### config.mk
export PLATFORM = sky130hd
export DESIGN_NAME = msg_link_tx
export DESIGN_NICKNAME = d
export VERILOG_FILES = /design/src/rtl/msg_link_pkg.sv /design/src/rtl/msg_ack_timer.sv /design/src/rtl/msg_link_tx.sv
export SDC_FILE = /design/constraint.sdc
export NUM_CORES = 1
export LEC_CHECK = 0
export ABC_AREA = 1
export CAP_MARGIN = 10
export CORE_ASPECT_RATIO = 1.5
export CORE_MARGIN = 5
export CORE_UTILIZATION = 55
export DETAILED_ROUTE_END_ITERATION = 12
export PLACE_DENSITY = 0.82
export REMOVE_ABC_BUFFERS = 1
export SETUP_SLACK_MARGIN = 0.02
export SYNTH_ARGS = -nofsm -noshare
export SYNTH_HDL_FRONTEND = slang
export SYNTH_SLANG_ARGS = --single-unit
### constraint.sdc
create_clock -name clock -period 2.9 [get_ports clock]
set_input_delay 0.58 -clock clock [delete_from_list [all_inputs] [get_ports clock]]
set_output_delay 0.58 -clock clock [all_outputs]
set_load 0.01 [all_outputs]
### src/rtl/msg_link_pkg.sv
// Shared types and constants for the msg_link serial transmitter.
// Parity framing is enabled by defining MSG_LINK_PARITY_EN.
package msg_link_pkg;

  localparam int DEF_WIDTH       = 8;
  localparam int DEF_ACK_TIMEOUT = 16;
  localparam int DEF_MAX_RETRY   = 2;

  localparam logic START_BIT = 1'b1;
  localparam logic IDLE_LINE = 1'b0;

  typedef enum logic [2:0] {
    IDLE     = 3'd0,
    START    = 3'd1,
    DATA     = 3'd2,
    PARITY   = 3'd3,
    WAIT_ACK = 3'd4
  } msg_link_state_e;

  // Counter width for values 0..n-1, never narrower than one bit.
  function automatic int width_min1(input int n);
    return (n > 1) ? $clog2(n) : 1;
  endfunction

endpackage

### src/rtl/msg_ack_timer.sv
// Acknowledge timer: counts enabled cycles from zero and saturates at ACK_TIMEOUT.
// expired is high while the count equals ACK_TIMEOUT.
module msg_ack_timer
  import msg_link_pkg::*;
#(
  parameter int ACK_TIMEOUT = DEF_ACK_TIMEOUT
) (
  input  logic clock,
  input  logic reset,
  input  logic clear,
  input  logic enable,
  output logic expired
);

  localparam int TW = $clog2(ACK_TIMEOUT + 1);
  localparam logic [TW-1:0] LIMIT = TW'(ACK_TIMEOUT);

  logic [TW-1:0] count;

  always_ff @(posedge clock or posedge reset) begin
    if (reset) begin
      count <= '0;
    end else if (clear) begin
      count <= '0;
    end else if (enable && (count != LIMIT)) begin
      count <= count + TW'(1);
    end
  end

  assign expired = (count == LIMIT);

endmodule

### src/rtl/msg_link_tx.sv
// Serial message transmitter: start bit, LSB-first data, optional even parity
// (MSG_LINK_PARITY_EN), then waits for ack with timed retransmission.
module msg_link_tx
  import msg_link_pkg::*;
#(
  parameter int WIDTH       = DEF_WIDTH,
  parameter int ACK_TIMEOUT = DEF_ACK_TIMEOUT,
  parameter int MAX_RETRY   = DEF_MAX_RETRY
) (
  input  logic             clock,
  input  logic             reset,
  input  logic [WIDTH-1:0] msg_in,
  input  logic             msg_valid,
  output logic             msg_ready,
  output logic             line_out,
  input  logic             ack_in,
  output logic             busy,
  output logic             done,
  output logic             fail,
  output msg_link_state_e  dbg_state
);

  localparam int IDX_W = width_min1(WIDTH);
  localparam int RC_W  = width_min1(MAX_RETRY + 1);
  localparam logic [IDX_W-1:0] LAST_IDX  = IDX_W'(WIDTH - 1);
  localparam logic [RC_W-1:0]  RETRY_LIM = RC_W'(MAX_RETRY);

  // Handshake: a word transfers on any rising edge where msg_valid and
  // msg_ready are both high; msg_ready is high only in IDLE and does not
  // depend on msg_valid.

  msg_link_state_e  state;
  logic [WIDTH-1:0] latched;
  logic [IDX_W-1:0] bit_idx;
  logic [IDX_W-1:0] idx_next;
  logic [RC_W-1:0]  retry_cnt;
  logic             last_bit;
  logic             timer_clear;
  logic             timer_en;
  logic             expired;

  assign idx_next    = bit_idx + IDX_W'(1);
  assign last_bit    = (bit_idx == LAST_IDX);
  // Held clear outside WAIT_ACK so every entry starts counting from zero.
  assign timer_clear = (state != WAIT_ACK);
  assign timer_en    = (state == WAIT_ACK);

  msg_ack_timer #(
    .ACK_TIMEOUT (ACK_TIMEOUT)
  ) u_ack_timer (
    .clock   (clock),
    .reset   (reset),
    .clear   (timer_clear),
    .enable  (timer_en),
    .expired (expired)
  );

  // line_out, done and fail are registered alongside the state so the
  // line value always matches the state occupying that cycle.
  always_ff @(posedge clock or posedge reset) begin
    if (reset) begin
      state     <= IDLE;
      latched   <= '0;
      bit_idx   <= '0;
      retry_cnt <= '0;
      line_out  <= IDLE_LINE;
      done      <= 1'b0;
      fail      <= 1'b0;
    end else begin
      done <= 1'b0;
      fail <= 1'b0;
      case (state)
        IDLE: begin
          line_out <= IDLE_LINE;
          if (msg_valid) begin
            latched   <= msg_in;
            retry_cnt <= '0;
            state     <= START;
            line_out  <= START_BIT;
          end
        end
        START: begin
          bit_idx  <= '0;
          line_out <= latched[0];
          state    <= DATA;
        end
        DATA: begin
          if (last_bit) begin
`ifdef MSG_LINK_PARITY_EN
            line_out <= ^latched;
            state    <= PARITY;
`else
            line_out <= IDLE_LINE;
            state    <= WAIT_ACK;
`endif
          end else begin
            bit_idx  <= idx_next;
            line_out <= latched[idx_next];
          end
        end
`ifdef MSG_LINK_PARITY_EN
        PARITY: begin
          line_out <= IDLE_LINE;
          state    <= WAIT_ACK;
        end
`endif
        WAIT_ACK: begin
          line_out <= IDLE_LINE;
          // An ack on the expiry edge still counts as success.
          if (ack_in) begin
            done  <= 1'b1;
            state <= IDLE;
          end else if (expired) begin
            if (retry_cnt < RETRY_LIM) begin
              retry_cnt <= retry_cnt + RC_W'(1);
              line_out  <= START_BIT;
              state     <= START;
            end else begin
              fail  <= 1'b1;
              state <= IDLE;
            end
          end
        end
        default: begin
          line_out <= IDLE_LINE;
          state    <= IDLE;
        end
      endcase
    end
  end

  assign msg_ready = (state == IDLE);
  assign busy      = (state != IDLE);
  assign dbg_state = state;

endmodule
==> results list, run 1 <==
- Result of the run: finished clean
* Post-CTS resize count: 0
* Setup Slack @ Placement: 1060 ps
- For this run, the number of Yosys warnings is 0.
* Post-synth top area cell: dfrtp_1
* Minimum hold slack: around 490 ps
- At the worst endpoint, the required time is about 2300 ps.
* GP Congestion: 0.870
- Worst Setup Path Type: flop to output port
* Later-pin clock latency in the skew report: between 300 and 400 ps
- Timing startpoint of the critical path: dbg_state[0]
- Highest-utilization routing layer at the global route stage: met2
- Effective utilization at floorplan: 0.581
* Number of antenna violations at the first check in global routing: 0
* Final-layout setup total negative slack: 0 ps
- In this run the static leakage power is around 0.73 nW.
- Counting flops and latches in the post-synthesis netlist gives 24.
* DRT Pass-1 Iters: 4
* Power density normalized to cell area: ~830 nW/um^2
- After synthesis the cells add up to approximately 1200 sq um.
- Setup repair after global routing missed its margin: no
- Number of global-route vias before repair: a little under 1000
- For this run, design rule violations remaining after detail routing come to 0.
* Critical path cell sequence: nor2_2 -> nand2_2 -> inv_4 -> clkdlybuf4s50_1
- In the global route stage, overall resource usage came out at 0.173.
- The cell count after synthesis came out at 140.
- Filler cells: 167
- The floorplan has 20 rows.
- Final Hold Fails: 0
- Clock tree from TritonCTS: built
- The count of pins over their slew limit was 0.
- Violation count after the first detailed-route iteration: 21
* IR Drop Worst-Case VDD: between 0.0006 and 0.0007 V
- Worst min-delay path class: flop to flop
- Averaged over all synthesized cells, the footprint is 8.62 sq um.
- Of the post-synthesis cell area, the dominant cell type holds 0.497.
- After synthesis, the share of flip-flops with an asynchronous set or reset is 1.00.
- Total CTS buffers: 3
* Start of the worst register-to-register path: bit_idx[0]
- At the end of the flow the core is filled with cells to 0.706.
* Maximum number of pins on one net before global-route repair: 25
- Residual overflow from global routing: 0
- On the final layout, the worst clock skew is about 6.4 ps.
- The worst setup path is launched from a flop.
- For the worst setup path, the data arrival time is approximately 1600 ps.
* Bufs on Longest Clock Path: 2
* Final Setup Violations: 0
* DIE AREA: roughly 3300 sq um
- After detailed routing, the average wire length per cell comes to 12.7 um.
- In the global route stage, met1 resource usage came out at 0.172.
- Final WS setup: ~710 ps
- Number of enable flip-flop cells after synthesis: 0
- Met3 Track Usage GR: 0.0267
* Number of distinct standard cells referenced by the synthesized netlist: 23
- Number of vias per cell: 4.97
* Area added between synthesis and finish: 21.5%
- Buffers placed on the I/O ports in this run total 19.
- Grt met2 use: 0.320
- At the pin with the least slew margin, the transition time is between 800 and 900 ps.
- The design draws around 1.2 mW.
- The worst setup path is captured at an output port.
- For this run, the top clock speed supported by timing is 0.457 GHz.
- The die is approximately 48 um wide.
- Post-placement cell area: 1410 sq um
* Clk root buf: clkbuf_4
* Highest cell delay on the worst timing path: 530 ps
- After the last flow step, the layout net total stands at between 150 and 200.
- In this run the worst path has a maximum fanout of 4.
- Detailed-placement wirelength estimate: ~1800 um
- The smallest clock period supported by the final layout is computed as roughly 2200 ps.
- Die span in y: slightly below 70 um
- Layout cells sized above 1: 0.148
- The critical path ends at msg_ready.
- Number of inserted diodes: 0
- Hold-fix buffers at CTS: 0
* Cell area after layout: 1470 sq um
- Of the synthesized area, sequential elements account for 0.497.
* Endpoint of the worst register-to-register path: bit_idx[2]
* Global-route wire length before repair: approximately 4000 um
- In the synthesized netlist the dominant register cell turns out to be dfrtp_1.
- Once layout is complete, the cells apart from fillers number between 150 and 200.
* Worst relative slew slack: 0.406
- In this run the number of H-tree levels came out at 1.
- For this design, the slowest cell found on the critical path is clkdlybuf4s50_1.
* Number of setup buffers added after CTS: 0
- The count of nets left with antenna violations once routing finished came out at 0.
- The routed design has 2340 um of wire.
* Reg2reg setup slack: ~1400 ps
- After clock tree synthesis, the clock-pin slew on the worst setup and hold paths is ~130 ps.
- Detailed-route via count: 914
* Max-cap violations: 0
- In this run, placement finished with an instance count of 180.
- Path depth of the worst reg2reg path: 8
- 20 I/O pins were placed.
- Placeable core area: about 2100 sq um
- Largest cells by area after synthesis: dfrtp_1, nand2_1, inv_1
- Of the available clock period, the critical path in the final layout requires 0.754.
* Total clock sinks: 24
-- where the power goes --
part           internal [mW]  switching [mW]  leakage (nW)
registers              0.423          0.0515         0.305
clock network          0.140          0.0979        0.0279
logic                  0.214           0.293         0.394
-- cells in the final DEF (no fill, tap or decap), drive strengths merged, types with 3 or more instances in the layout --
master and count:
o21ai 3, nand3 15, nor2 24, dfrtp 24
a21oi 7, clkdlybuf4s50 19, inv 25, clkbuf 3
ha 4, nand2 28
-- kinds of logic (layout without fill, tap and decap cells) --
logic type                 after synthesis  after routing  synth area share
DFF                                     24             24             0.497
muxes                                    1              1           0.00829
xor gates and xnor gates                 3              3            0.0218
and+or+nand+nor                         71             71             0.273
adders and majority gates                4              4            0.0415
buffers and inverters                   26             48            0.0891
AOI/OAI and AO/OA                       11             11            0.0694
-- cell usage after synthesis (2+ instances only) --
cell	instances
a21oi_2	7
dfrtp_1	24
ha_1	4
inv_1	21
inv_2	3
nand2_1	25
nand2_2	2
nand3_1	14
nand3b_1	2
nor2_1	20
nor2_2	4
o21ai_0	2
xor2_1	2
-- cell type report --
| type | instances | area [sq um] | area share |
|---|---|---|---|
| Clock buffer | 3 | 22.5 | 0.0154 |
| Clock inverter | 1 | 30.0 | 0.0205 |
| Inverter | 25 | 96.3 | 0.0657 |
| Multi-Input combinational cell | 90 | 499 | 0.340 |
| Sequential cell | 24 | 601 | 0.410 |
| Tap cell | 22 | 27.5 | 0.0188 |
| Timing Repair Buffer | 19 | 190 | 0.130 |
-- worst max-delay path, delay by kind of cell (launching register included) --
| family | cells | cell delay, ps |
|---|---|---|
| buffers and inverters | 2 | 610 |
| AND/OR/NAND/NOR | 2 | 240 |
| flip-flops | 1 | 440 |
-- flip-flops by register name, summed over array words and instances (netlist names) --
| signal | flops |
|---|---|
| latched | 8 |
| bit_idx | 3 |
| done | 1 |
| line_out | 1 |
| fail | 1 |
| retry_cnt | 2 |
| u_ack_timer.count | 5 |
| dbg_state | 3 |
-- metal layers --
layer	part of all wire	wire, um
met1	0.39	908
met2	0.57	1350
met3	0.030	71
met4	0.0068	16
met5	0	0
-- worst min path at each step --
stage,startpoint,to,slack [ps],depth (start not counted)
floorplan,latched[1],latched[1],440,2
finish,latched[1],latched[1],490,2
detailed placement,latched[1],latched[1],480,2
CTS,latched[1],latched[1],500,2
global placement,latched[1],latched[1],470,2
global route,latched[1],latched[1],540,2
No activity file was read; power rests on OpenSTA's default activity.
==> inputs of run 2 (changes only) <==
CORE_UTILIZATION = 51   (was 55)
PLACE_DENSITY = 0.77   (was 0.82)
clock period = 2.26 ns   (was 2.9 ns; I/O delays follow)
==> results list, run 2 (same netlist as run 1, synthesis figures left out) <==
- The master of the slowest instance on the critical path is clkdlybuf4s50_1 (unchanged).
- The number of violations of the max-capacitance limit came to 0 (unchanged).
- Commonest non-fill, non-tap cells in the layout: nand2_1, dfrtp_1, inv_1, nor2_1, clkdlybuf4s50_1 (unchanged)
- The count of pins over their slew limit is 0 (unchanged).
- Setup repair after global routing missed its margin: no (unchanged)
- Drt total wl: 2180 um (was 2340 um)
- The via count was 938 (was 914).
- Shortest clock period the worst path allows after layout: roughly 2000 ps
- Post-CTS resize count: 0 (unchanged)
- The HPWL reported at the end of detailed placement is 1730 um (was 1800 um).
- The static leakage is 0.718 nW (was 0.727 nW).
* Final Setup Violations: 0 (unchanged)
- Number of setup buffers added after CTS: 0 (unchanged)
- Layout cells sized above 1: 0.148 (unchanged)
- The number of global-route vias before repair came to 916 (was 994).
* Register ranked first by flip-flop count: latched (unchanged)
* Routed WL per cell: 11.8 um (was 12.7 um)
- The reg-to-reg endpoint is bit_idx[2] (unchanged).
- The reg-to-reg critical path startpoint was bit_idx[0] (unchanged).
- Flip-flop count of the largest register after layout: 8 (unchanged)
* Global router's overall resource usage: 0.141 (was 0.173)
- The final weighted congestion of routability-driven global placement was 0.841 (was 0.870).
- Share of total power in sequential cells: 0.424 (was 0.389)
- The proportion of total power due to net switching came to 0.385 (was 0.363).
* Worst slew pin tran: 311 ps (was 889 ps)
- Global-route wire length before repair: 3820 um (was 3970 um)
* Timing startpoint of the critical path: dbg_state[0] (unchanged)
* Minimum hold slack: 471 ps (was 493 ps)
- Logic pwr share: 0.451 (was 0.416)
- DRT Pass-1 Iters: 4 (unchanged)
- Total clock sinks: 24 (unchanged)
- Total CTS buffers: 3 (unchanged)
* Final WS setup: 206 ps (was 712 ps)
- Final-layout setup total negative slack: 0 ps (unchanged)
- Area added between synthesis and finish: 19.7% (was 21.5%)
- Worst Setup Path Type: flop to output port (unchanged)
* Achievable Freq: slightly below 0.5 GHz
- Endpoint of the most critical setup path: msg_ready (unchanged)
- Worst path arrival time: 1600 ps (was 1610 ps)
* CP Capture Type: output port (unchanged)
- Worst min-delay path class: input port to asynchronous set/reset pin (was flop to flop)
- Buffers on Ports: 19 (unchanged)
- CP startpoint kind: flop (unchanged)
* Internal power summed over all cells: 0.881 mW (was 0.777 mW)
- Largest fanout on the critical path: 4 (unchanged)
* Final net count: 180 (was 179)
- Clk root buf: clkbuf_4 (unchanged)
* Ports: 20 (unchanged)
- Number of core rows: 21 (was 20)
- The required arrival time at the worst endpoint came to 1810 ps (was 2320 ps).
- Path depth of the worst reg2reg path: 8 (unchanged)
- The worst setup slack after placement was 554 ps (was 1060 ps).
- Bufs on Longest Clock Path: 2 (unchanged)
* Layout Skew: 4.38 ps (was 6.40 ps)
- The maximum number of pins on one net before global-route repair came to 25 (unchanged).
- The quantity of hold-fixing buffers added after cts was 0 (unchanged).
- The remaining design rule violation count came to 0 (unchanged).
* Number of antenna violations at the first check in global routing: 0 (unchanged)
* Worst relative slew slack: 0.793 (was 0.406)
- Filler cells: 190 (was 167)
- Part of the cycle the worst path needs: 0.909
- Result of the run: finished clean (unchanged).
- Switching power summed over all nets: 0.551 mW (was 0.442 mW)
* Reg2reg setup slack: 750 ps (was 1360 ps)
* Fraction of power consumed by the clock network: 0.125 (was 0.195)
* Residual overflow from global routing: 0 (unchanged)
- The antenna diode count is 0 (unchanged).
* Die span in y: 69.6 um (was 67.4 um)
* Most frequent standard cell in the layout excluding fill and tap cells: nand2_1 (unchanged)
- Later-pin clock latency in the skew report: 310 ps (about the same)
- Placeable core area: 2260 sq um (was 2080 sq um)
- Final Hold Fails: 0 (unchanged)
- Top flop regs: latched x8, u_ack_timer.count x5 (unchanged)
* Power density normalized to cell area: 991 nW/um^2 (was 832 nW/um^2)
- Highest cell delay on the worst timing path: 530 ps (about the same)
* Horizontal extent of the die: 49.7 um (was 48.3 um)
- Violation count after the first detailed-route iteration: 15 (was 21)
- The starting density of the core was 0.534 (was 0.581).
- Critical path cell sequence: nor2_2 -> nand2_2 -> inv_4 -> clkdlybuf4s50_1 (unchanged).
- Clock tree from TritonCTS: built (unchanged)
* Number of H-tree branching levels: 1 (unchanged)
- DIE AREA: 3460 sq um (was 3250 sq um)
* Antenna viol nets, final: 0 (unchanged)
- IR Drop Worst-Case VDD: 0.000637 V (was 0.000617 V)
* Clock transition at the registers of the reported paths: 120 ps (was 130 ps)
* Number of vias per cell: 5.07 (was 4.97)
run 2: power groups by stage:
| stage | registers (mW) | clock network, mW | logic (mW) |
|---|---|---|---|
| 2_1_floorplan | 0.613 | 0 | 0.442 |
| 3_3_place_gp | 0.611 | 0 | 0.633 |
| 3_5_place_dp | 0.616 | 0 | 0.656 |
| 4_1_cts | 0.607 | 0.186 | 0.657 |
| 5_1_grt | 0.625 | 0.208 | 0.721 |
| 6_report | 0.607 | 0.180 | 0.645 |
run 2: worst min-delay path by stage:
stage / slack (ps) / startpoint / endpoint / cells after the start
after floorplan: 440 / latched[1] / latched[1] / 2
after global placement: 470 / bit_idx[1] / bit_idx[1] / 2
after detailed placement: 470 / bit_idx[1] / bit_idx[1] / 2
after CTS: 480 / reset / latched[4] / 3
after global routing: 490 / reset / u_ack_timer.count[0] / 3
final: 470 / reset / latched[3] / 3
run 2: metrics by stage:
step	total power, mW	area, sq um	std cells	util
2_1_floorplan	1.06	1200	139	-
3_3_place_gp	1.24	1420	182	0.630
3_5_place_dp	1.27	1420	182	0.630
4_1_cts	1.45	1450	185	0.640
5_1_grt	1.55	1450	185	0.640
6_report	1.43	1450	185	0.640
run 2: final cells by class:
| cell class | instances | area (sq um) | share of cell area |
|---|---|---|---|
| repair buffers | 20 | 198 | 0.137 |
| well taps | 23 | 28.8 | 0.0199 |
| inverters | 25 | 96.3 | 0.0667 |
| clock buffers | 3 | 22.5 | 0.0156 |
| flip-flops and latches | 24 | 601 | 0.416 |
| multi-input cells | 90 | 499 | 0.345 |
run 2: worst max-delay path: cells and delay by family (launching register included):
kind	cells	cell delay, ps
and+or+nand+nor	2	240
buffers and inverters	2	610
DFF	1	440
run 2: layer usage:
layer | wire length [um] | global-route usage | vias up
li1 | - | - | 477
met1 | 877 | 0.165 | 440
met2 | 1170 | 0.239 | 15
met3 | 75 | 0.0280 | 6
met4 | 48 | 0.0641 | 0
met5 | 0 | 0 | -
==> inputs of run 3 (changes only) <==
CTS_CLUSTER_SIZE = 30   (was unset)
==> results of run 3 <==
Same layout as run 2: the final DEF is identical, and so are final timing and power.
